===== src/rtl/demux_tdm_pkg.sv =====
// Shared types and default sizes for the two-slot TDM demultiplexer.
// The state encoding is fixed because the debug tap exposes it directly.
package demux_tdm_pkg;

    typedef enum logic [1:0] {
        ST_IDLE = 2'd0,
        ST_EXP0 = 2'd1,
        ST_EXP1 = 2'd2
    } demux_state_e;

    localparam int unsigned DEMUX_W_DEF     = 1;
    localparam int unsigned DEMUX_CNT_W_DEF = 8;

endpackage


===== src/rtl/demux_slot_reg.sv =====
// Held W-bit slot register with load enable, sync active-low clear,
// and a one-cycle strobe that marks the cycle the new value appears.
module demux_slot_reg
    import demux_tdm_pkg::*;
#(
    parameter int unsigned W = DEMUX_W_DEF
) (
    input  logic         clk,
    input  logic         clr_n_i,
    input  logic         load_i,
    input  logic [W-1:0] d_i,
    output logic [W-1:0] q_o,
    output logic         stb_o
);

    logic [W-1:0] data_q;
    logic         stb_q;

    always_ff @(posedge clk) begin
        if (!clr_n_i) begin
            data_q <= '0;
            stb_q  <= 1'b0;
        end else begin
            stb_q <= load_i;
            if (load_i) begin
                data_q <= d_i;
            end
        end
    end

    assign q_o   = data_q;
    assign stb_o = stb_q;

endmodule


===== src/rtl/demux_tdm_w2.sv =====
// Two-slot TDM receive demux: splits a sync-flagged beat stream onto two held
// outputs. Optional debug tap (dbg_state, dbg_drop) under DEMUX_TDM_DEBUG_TAP_EN.
//
// state   | meaning
// --------+-------------------------------------------
// IDLE    | unlocked, waiting for a sync beat
// EXP0    | locked, next beat must be slot 0 (sync=1)
// EXP1    | slot 0 held, next beat should be slot 1
module demux_tdm_w2
    import demux_tdm_pkg::*;
#(
    parameter int unsigned W     = DEMUX_W_DEF,
    parameter int unsigned CNT_W = DEMUX_CNT_W_DEF
) (
    input  logic             clk,
    input  logic             rst_n,
    input  logic             in_valid,
    input  logic             in_sync,
    input  logic [W-1:0]     in_data,
    output logic [W-1:0]     out0,
    output logic [W-1:0]     out1,
    output logic             out0_valid,
    output logic             out1_valid,
    output logic             pair_valid,
    output logic             sync_err,
    output logic [CNT_W-1:0] frame_cnt
`ifdef DEMUX_TDM_DEBUG_TAP_EN
    ,
    output logic [1:0]       dbg_state,
    output logic             dbg_drop
`endif
);

    demux_state_e     state_q, state_d;
    logic [CNT_W-1:0] cnt_q, cnt_d;
    logic             err_q, err_d;
    logic             pair_q;
    logic             load0_d, load1_d;

    always_comb begin
        state_d = state_q;
        cnt_d   = cnt_q;
        err_d   = 1'b0;
        load0_d = 1'b0;
        load1_d = 1'b0;
        if (in_valid) begin
            case (state_q)
                ST_IDLE: begin
                    if (in_sync) begin
                        load0_d = 1'b1;
                        state_d = ST_EXP1;
                    end
                end
                ST_EXP0: begin
                    if (in_sync) begin
                        load0_d = 1'b1;
                        state_d = ST_EXP1;
                    end else begin
                        err_d   = 1'b1;
                        state_d = ST_IDLE;
                    end
                end
                ST_EXP1: begin
                    if (in_sync) begin
                        // premature resync: the beat restarts the frame as slot 0
                        err_d   = 1'b1;
                        load0_d = 1'b1;
                    end else begin
                        load1_d = 1'b1;
                        cnt_d   = cnt_q + CNT_W'(1);
                        state_d = ST_EXP0;
                    end
                end
                default: state_d = ST_IDLE;
            endcase
        end
    end

    always_ff @(posedge clk) begin
        if (!rst_n) begin
            state_q <= ST_IDLE;
            cnt_q   <= '0;
            err_q   <= 1'b0;
            pair_q  <= 1'b0;
        end else begin
            state_q <= state_d;
            cnt_q   <= cnt_d;
            err_q   <= err_d;
            pair_q  <= load1_d;
        end
    end

    demux_slot_reg #(.W(W)) u_slot0 (
        .clk     (clk),
        .clr_n_i (rst_n),
        .load_i  (load0_d),
        .d_i     (in_data),
        .q_o     (out0),
        .stb_o   (out0_valid)
    );

    demux_slot_reg #(.W(W)) u_slot1 (
        .clk     (clk),
        .clr_n_i (rst_n),
        .load_i  (load1_d),
        .d_i     (in_data),
        .q_o     (out1),
        .stb_o   (out1_valid)
    );

    assign pair_valid = pair_q;
    assign sync_err   = err_q;
    assign frame_cnt  = cnt_q;

`ifdef DEMUX_TDM_DEBUG_TAP_EN
    logic drop_q;

    // every non-sync beat outside EXP1 is discarded, silent or not
    always_ff @(posedge clk) begin
        if (!rst_n) begin
            drop_q <= 1'b0;
        end else begin
            drop_q <= in_valid && !in_sync && (state_q != ST_EXP1);
        end
    end

    assign dbg_state = state_q;
    assign dbg_drop  = drop_q;
`endif

endmodule


===== config.mk =====
export PLATFORM = sky130hd
export DESIGN_NAME = demux_tdm_w2
export DESIGN_NICKNAME = d
export VERILOG_FILES = /design/src/rtl/demux_tdm_pkg.sv /design/src/rtl/demux_slot_reg.sv /design/src/rtl/demux_tdm_w2.sv
export SDC_FILE = /design/constraint.sdc
export NUM_CORES = 1
export LEC_CHECK = 0
export BUFFER_PORTS_ARGS = -buffer_cell sky130_fd_sc_hd__clkbuf_2
export CELL_PAD_IN_SITES_DETAIL_PLACEMENT = 1
export CELL_PAD_IN_SITES_GLOBAL_PLACEMENT = 1
export CORE_MARGIN = 2
export CORE_UTILIZATION = 38
export CTS_CLUSTER_SIZE = 20
export DETAILED_ROUTE_END_ITERATION = 8
export GPL_TIMING_DRIVEN = 0
export HOLD_SLACK_MARGIN = 0.02
export PLACE_DENSITY = 0.83
export SLEW_MARGIN = 20
export SYNTH_ARGS = -nofsm -noshare
export SYNTH_HDL_FRONTEND = slang
export SYNTH_HIERARCHICAL = 1
export SYNTH_SLANG_ARGS = --single-unit

===== constraint.sdc =====
create_clock -name clk -period 2.6 [get_ports clk]
set_clock_uncertainty 0.1 [all_clocks]
set_input_delay 0.26 -clock clk [delete_from_list [all_inputs] [get_ports clk]]
set_output_delay 0.26 -clock clk [all_outputs]
set_load 0.005 [all_outputs]

# After elaboration in Yosys (flattened, before gate mapping)
# Index checks and enable logic that the tools add are counted.
# Widths: inputs -> output; s select.
# classes
add_sub_neg,1
eq_ne,4
n_mux,11
bitwise_logic,1
reduce_logical,5
# op_table
op,n
$add 8x1->8 const B,1
$mux 1,6
$mux 2,3
$pmux 2 s3,1
$reduce_and 3->1,2
$ne 2x2->1 const B,2
$reduce_or 3->1,1
$eq 2x1->1 const B,1
$eq 2x2->1 const B,1
$logic_not 2->1,1
$pmux 1 s2,1
$reduce_and 2->1,1
$not 1->1,1
# totals
reg_bits,15
input_bits,5

# Logic depth before layout (Yosys ltp)
# Gate-level depths: netlist of the first run.
# depth
word_depth,4
depth_mapped,5

# Modules after synthesis
# Netlist of the first run, hierarchy kept.
# modules_own_cells
module,n_inst,cells_each,area_each_um2
demux_tdm_w2,1,58,519.2
demux_slot_reg,2,5,63.8

# Worst setup path after synthesis of the first run
# OpenSTA, ideal clock, no wires.
# synth_path
path_type,register to register
startpoint,reg state_q[0]
endpoint,"reg cnt_q[7], in the netlist frame_cnt[7]"
setup_ns,0.118
t_arrival_ns,1.188
required_ns,2.382
path_slack_ns,1.194
path_stages_with_launch,4
cell_sequence,dfxtp_1 -> nand4bb_4 -> or4_1 -> mux2i_1
# synth_between
elab_chain_cells,2
# synth_rtl
element,line_no,rtl
from (decl),demux_tdm_w2.sv:34,"demux_state_e state_q, state_d;"
from (signal assigned),demux_tdm_w2.sv:86,state_q <= state_d;
$eq 2x2->1,demux_tdm_w2.sv:47,case (state_q)
$reduce_and 3->1 (no source line),-,
to (signal assigned),demux_tdm_w2.sv:87,cnt_q <= cnt_d;
to (decl),demux_tdm_w2.sv:35,"logic [CNT_W-1:0] cnt_q, cnt_d;"
# Every way passes these cells.
# A chain may end at the register's enable or synchronous reset.

# Final worst setup path of the first run
# layout_path
startpoint,reg state_q[0]
endpoint,"reg cnt_q[2], in the netlist frame_cnt[2]"
# Same word-level chain as after synthesis.

==> run_results.csv, run 1 <==
group,metric,value,unit
yosys,yosysUniqueCellTypes,24,
clocking,clockBufferDepth,2,
power_and_ir_drop,p_leak,0.325,nW
die,pin_count,19,
layout,fin_cells,106,
grt,grt_usage,0.166,
sta,min_period_over_period,0.610,
yosys,syn-cell-area,647,um^2
power_and_ir_drop,p_sw_frac,0.217,
clocking,cts_resized,0,
setup_path,slowest_stage,"or3_1",
place,place.gp.congestion,0.701,
clocking,path_clk_slew,0.10,ns
routing,drtPass1Iterations,3,
routing,wl_per_cell,13.6,um
place,dp.final_hpwl,1120,um
layout,fin_util,0.509,
setup_path,crit_required,2.71,ns
setup_path,cpPeakStageDelay,0.38,ns
setup_path,cp.arrival,1.69,ns
yosys,synthFlopType,"dfxtp_1",
yosys,yosys-top-cells-count,"16 x dfxtp_1, 8 x a21oi_1, 7 x nand2_1",
clocking,cts_sinks,16,
setup_path,cp.depth,4,
clocking,cts_root_buffer,"clkbuf_4",
setup_path,worstSetupEndpoint,"frame_cnt[2]",
yosys,syn-num-nets,74,
power_and_ir_drop,ir_worst_vdd,0.362,mV
yosys,netlist.area_leader.share,0.495,
routing,num_vias,580,
layout,drive_gt1_frac,0.289,
setup_path,reg2reg_slack,1.01,ns
setup_path,regToRegStartpoint,"state_q[0]",
run,max_cap_viol_count,0,
power_and_ir_drop,combPwrFrac,0.054,
layout,syn_to_final_growth,22.6,%
die,dieWidth,45.3,um
power_and_ir_drop,p_clk_frac,0.374,
yosys,synth_warnings,6,
clocking,hold_buffers,0,
yosys,yosysMostFrequentCell,"dfxtp_1",
die,die_h,45.3,um
yosys,synth_area_leaders,"dfxtp_1 50%, a21oi_1 6.2%, mux2i_1 4.6%",
layout,fillerInstances,198,
grt,grt_max_degree,11,
sta,rsz0062_at_grt,"false",
yosys,async_flop_share,0,
place,dpl.cell_count,102,
grt,grt_overflow,0,
setup_path,reg2reg_depth,4,
setup_path,path_class,"reg2reg",
clocking,postCtsSetupRepairBufs,0,
setup_path,crit_buf_inv,1,
min_path,min_path_type,"in2reg",
die,core_region_area,1560,um^2
grt,grt_pass1_wl,2420,um
setup_path,critPathTopFamily,"simple AND/OR/NAND/NOR gates",
setup_path,crit_path_end_kind,"flop",
setup_path,crit_start,"state_q[0]",
clocking,clk_latency,0.28,ns
routing,ant_nets,0,
yosys,ys_seq_area_frac,0.495,
sta,slew_headroom,0.716,
power_and_ir_drop,p_int,345,uW
yosys,syn_inst,68,
sta,tightest_slew,0.426,ns
yosys,synth_top_area_cell,"dfxtp_1",
routing,drtIter0Drc,3,
routing,viasPerCell,5.47,
routing,wl,1450,um
power_and_ir_drop,p_sw,95.5,uW
setup_path,cp-start-kind,"flop",
sta,final_max_slew_viol_count,0,
power_and_ir_drop,power_frac_seq,0.572,
grt,antenna_found_initial,0,
yosys,synth_edf_count,0,
setup_path,path_cells,"nand4bb_4 -> clkbuf_1 -> or3_1 -> a21oi_1",
sta,finalCriticalPeriod,1.59,ns
setup_path,r2r-end,"frame_cnt[2]",
yosys,avgSynthCellArea,9.51,um^2
layout,diodes,0,
sta,fmax,0.630,GHz
power_and_ir_drop,powerDensity,555,nW/um^2
die,start_util,0.415,
sta,hold_viol,0,
yosys,synth_seq_cells,16,
routing,drc,0,
sta,tns,0,ns
clocking,htreeDepth,1,
layout,fin_nets,97,
setup_path,cp_max_fo,10,
clocking,tritoncts,"done",
place,portBuffers,18,
clocking,cts_made_buffers,3,
grt,grt_pass1_vias,566,
sta,setup_violations,0,
die,rows,14,
status,status,"complete, no violations",
die,dieArea,2050,um^2
cell usage in the layout (no fill, tap or decap):
cell type	Yosys	final
clkbuf_4	0	3
clkbuf_2	0	18
or4_1	3	3
clkinv_1	1	1
dfxtp_1	16	16
and2_2	2	2
nand2_1	7	7
nor2b_1	3	3
nand3_1	3	3
or3_1	3	3
mux2i_1	3	3
a21oi_1	8	8
nand2b_1	3	3
o21ai_0	2	2
ha_1	1	1
o22ai_1	1	1
inv_1	1	1
o21ai_1	1	1
nor2_1	2	2
o21a_1	1	1
and3_1	1	1
xnor2_1	1	1
o31ai_1	2	2
inv_2	1	1
clkbuf_1	1	1
nand4bb_4	1	1
clkbuf_8	0	1
worst min path at each step:
stage	from	depth (start not counted)	to	slack, ns
after floorplan	rst_n	1	state_q[1]	0.28
after global placement	frame_cnt[7]	2	frame_cnt[7]	0.35
after detailed placement	frame_cnt[7]	2	frame_cnt[7]	0.37
after CTS	in_data	3	u_slot0/q_o	0.16
after global routing	in_data	3	u_slot1/q_o	0.18
final	in_data	3	u_slot0/q_o	0.16
sequential cells by signal, indices dropped and copies added, names as in the netlist:
signal and cells:
frame_cnt 8, u_slot1/stb_o 1, u_slot0/stb_o 1, u_slot1/q_o 1
pair_valid 1, u_slot0/q_o 1, state_q 2, sync_err 1
layout make-up:
cell class | count | area, um^2 | share of cell area
Timing Repair Buffer | 18 | 90.1 | 0.114
Tap cell | 16 | 20.0 | 0.0252
Clock buffer | 4 | 36.3 | 0.0457
Multi-Input combinational cell | 48 | 312 | 0.393
Sequential cell | 16 | 320 | 0.404
Inverter | 3 | 11.3 | 0.0142
Buffer | 1 | 3.75 | 0.00473
power by group through the flow:
stage	Combinational (mW)	Clock, mW	Sequential, mW
final	0.0239	0.165	0.252
after global placement	0.0232	0	0.257
after CTS	0.0242	0.167	0.252
after detailed placement	0.0239	0	0.258
after floorplan	0.0122	0	0.257
after global routing	0.0271	0.181	0.253
kinds of logic (layout without fill, tap and decap cells):
| group | after synthesis | in the layout | synth area share |
|---|---|---|---|
| simple gates | 28 | 28 | 0.273 |
| flops | 16 | 16 | 0.495 |
| compound gates | 15 | 15 | 0.130 |
| buf+inv | 4 | 26 | 0.0232 |
| mux | 3 | 3 | 0.0464 |
| fa+ha+maj | 1 | 1 | 0.0193 |
| xor+xnor | 1 | 1 | 0.0135 |
stage by stage:
stage               instance area [um^2]  worst slack (ns)  power (mW)  hold slack [ns]
global placement                     757              1.05       0.281            0.353
global route                         793             0.871       0.460            0.183
floorplan                            647              1.19       0.270            0.278
CTS                                  793             0.982       0.443            0.159
detailed placement                   757             0.940       0.282            0.367
finish                               793              1.01       0.440            0.155
worst register-to-register path: stages, from the launching register on:
cell and delay [ns]:
dfxtp_1 0.36, nand4bb_4 0.23, clkbuf_1 0.25, or3_1 0.38, a21oi_1 0.19
routing by layer:
layer  routed length, um  global-route usage
met1                 605               0.195
met2                 749               0.286
met3                  65              0.0480
met4                  25              0.0588
met5                   0                   0
Power figures use the tool's default switching activity.
==> run 2, diff against run 1 <==
--- a/config.mk
+++ b/config.mk
@@ -5,16 +5,17 @@
 export SDC_FILE = /design/constraint.sdc
 export NUM_CORES = 1
 export LEC_CHECK = 0
+export ABC_AREA = 1
 export BUFFER_PORTS_ARGS = -buffer_cell sky130_fd_sc_hd__clkbuf_2
 export CELL_PAD_IN_SITES_DETAIL_PLACEMENT = 1
 export CELL_PAD_IN_SITES_GLOBAL_PLACEMENT = 1
 export CORE_MARGIN = 2
-export CORE_UTILIZATION = 38
+export CORE_UTILIZATION = 31
 export CTS_CLUSTER_SIZE = 20
 export DETAILED_ROUTE_END_ITERATION = 8
 export GPL_TIMING_DRIVEN = 0
 export HOLD_SLACK_MARGIN = 0.02
-export PLACE_DENSITY = 0.83
+export PLACE_DENSITY = 0.75
 export SLEW_MARGIN = 20
 export SYNTH_ARGS = -nofsm -noshare
 export SYNTH_HDL_FRONTEND = slang
==> constraint.sdc (replaced) <==
create_clock -name clk -period 1.4 [get_ports clk]
set_clock_uncertainty 0.1 [all_clocks]
set_input_delay 0.14 -clock clk [delete_from_list [all_inputs] [get_ports clk]]
set_output_delay 0.14 -clock clk [all_outputs]
set_load 0.005 [all_outputs]
==> run_results.csv, run 2 <==
group,metric,value,unit
status,status,"complete, no violations",
sta,min_period_over_period,0.873,
routing,drtIter0Drc,3,
place,place_ws,0.0409,ns
sta,tns,0,ns
clocking,cts_root_buffer,"clkbuf_4",
sta,fmax,0.818,GHz
sta,setup_violations,0,
place,place_area,850,um^2
clocking,clk_latency,0.28,ns
yosys,synth_edf_count,0,
power_and_ir_drop,power_frac_seq,0.550,
layout,diodes,0,
clocking,path_clk_slew,0.10,ns
layout,fin_area,953,um^2
layout,layout_common_cells,"26 x nand2_1, 20 x inv_1, 18 x clkbuf_2",
layout,final_common_cell,"nand2_1",
die,dieArea,2740,um^2
setup_path,crit_path_end_kind,"flop",
yosys,syn_inst,104,
power_and_ir_drop,powerDensity,897,nW/um^2
power_and_ir_drop,ir_worst_vdd,0.511,mV
yosys,syn-num-nets,110,
grt,grt_pass1_wl,2950,um
layout,syn_to_final_growth,31.6,%
setup_path,crit_buf_inv,1,
place,portBuffers,18,
yosys,yosysUniqueCellTypes,16,
routing,drtPass1Iterations,3,
setup_path,cp-start-kind,"flop",
power_and_ir_drop,p_sw_frac,0.235,
layout,fin_nets,139,
min_path,min_path_type,"in2reg",
sta,hold_viol,0,
power_and_ir_drop,p_int,654,uW
sta,final_max_slew_viol_count,0,
setup_path,cp.arrival,1.35,ns
clocking,clockBufferDepth,2,
sta,finalCriticalPeriod,1.22,ns
place,dpl.cell_count,150,
power_and_ir_drop,p_leak,0.467,nW
routing,viasPerCell,4.54,
setup_path,cp_max_fo,4,
power_and_ir_drop,p_sw,201,uW
routing,wl_per_cell,11.2,um
die,rows,17,
grt,antenna_found_initial,0,
place,dp.final_hpwl,1270,um
power_and_ir_drop,p_clk_frac,0.367,
yosys,synth_warnings,6,
routing,drc,0,
setup_path,path_cells,"ha_2 -> nand2_1 -> nor2_4 -> nand3_1 -> nand2_1 -> inv_1 -> nor2_1",
yosys,synth_area_leaders,"dfxtp_1 44%, nand2_1 13%, inv_1 10%",
layout,drive_gt1_frac,0.303,
yosys,netlist.area_leader.share,0.442,
grt,grt_usage,0.142,
routing,num_vias,726,
routing,ant_nets,0,
die,core_region_area,2210,um^2
die,pin_count,19,
setup_path,path_class,"reg2reg",
layout,fin_cells,160,
sta,rsz0062_at_grt,"false",
yosys,avgSynthCellArea,6.97,um^2
sta,tightest_slew,0.272,ns
run,max_cap_viol_count,0,
sta,slew_headroom,0.818,
clocking,cts_sinks,16,
clocking,cts_made_buffers,3,
yosys,synth_seq_cells,16,
yosys,async_flop_share,0,
grt,grt_max_degree,13,
grt,grt_overflow,0,
setup_path,critPathTopFamily,"simple AND/OR/NAND/NOR gates",
setup_path,crit_required,1.53,ns
yosys,yosys-top-cells-count,"26 x nand2_1, 20 x inv_1, 16 x dfxtp_1, 15 x nor2_1, 7 x nand3_1",
layout,largest_reg_flops,8,
setup_path,cpPeakStageDelay,0.37,ns
power_and_ir_drop,combPwrFrac,0.083,
layout,fillerInstances,294,
yosys,syn-cell-area,724,um^2
setup_path,crit_path_frequent_cell,"nand2_1",
yosys,yosysMostFrequentCell,"nand2_1",
yosys,synth_top_area_cell,"dfxtp_1",
yosys,ys_seq_area_frac,0.442,
yosys,synthFlopType,"dfxtp_1",
grt,grt_pass1_vias,680,
clocking,tritoncts,"done",
routing,wl,1780,um
setup_path,slowest_stage,"dfxtp_2",
sta,finalWorstSetupSlack,0.178,ns
die,start_util,0.327,
die,die_h,52.3,um
place,place.gp.congestion,0.740,
die,dieWidth,52.3,um
clocking,htreeDepth,1,
[run 2: cell types whose count changed in the layout (fill, tap and decap cells not counted), moves of 4 or more]
cell	before	now
nand3_1	3	7
inv_1	1	20
nor2_1	2	13
a21oi_1	8	4
nand2_1	7	26
[run 2: metal layers]
metal  global-route usage  part of all wire
met5                    0                 0
met3               0.0314             0.034
met2                0.246              0.52
met4               0.0427            0.0067
met1                0.173              0.44
[run 2: final timing paths]
kind                startpoint           end  slack [ns]  cells after the start
hold reg to reg     state_q[0]    state_q[0]        0.39                      2
setup reg to reg  frame_cnt[0]  frame_cnt[6]        0.18                      7
setup / recovery  frame_cnt[0]  frame_cnt[6]        0.18                      7
hold / removal         in_sync      sync_err        0.05                      3
[run 2: kinds of logic (layout without fill, tap and decap cells)]
family	Yosys count	count (layout)	synth area share
simple gates	57	57	0.345
buf+inv	22	50	0.126
flops	16	16	0.442
compound gates	8	8	0.0691
fa+ha+maj	1	1	0.0173
[run 2: cell type report]
cell class	instances	area [um^2]	area share
timing repair buffer	24	143	0.150
multi-input combinational	66	325	0.341
inverter	20	75.1	0.0787
tap	28	35.0	0.0367
clock buffer	4	36.3	0.0381
sequential	16	323	0.339
buffer	2	16.3	0.0171
[run 2: power groups by stage]
stage / combinational, mW / clock (mW) / sequential (mW)
after global placement: 0.0593 / 0 / 0.480
after global routing: 0.0802 / 0.342 / 0.472
after detailed placement: 0.0625 / 0 / 0.481
after floorplan: 0.0369 / 0 / 0.481
final: 0.0710 / 0.314 / 0.470
after CTS: 0.0690 / 0.323 / 0.470
[run 2: timing repair]
action / CTS / global route
hold buffers: 3 / 0
endpoints found under the hold margin: 4 / 0
resized for setup: 0 / 6
buffers inserted: 0 / 3
endpoints found under the setup margin: 0 / 5
[run 2: per-stage QoR]
step           utilization  power, mW  hold slack (ns)
3_5_place_dp         0.384      0.543            0.285
4_1_cts              0.414      0.862           0.0487
3_3_place_gp         0.384      0.539            0.271
2_1_floorplan            -      0.517            0.133
6_report             0.431      0.855           0.0541
5_1_grt              0.431      0.895           0.0573
[run 2: worst min-delay path, cell delays in order]
cell      delay (ns)
clkbuf_2        0.11
nor2_1          0.10
a211oi_1        0.05
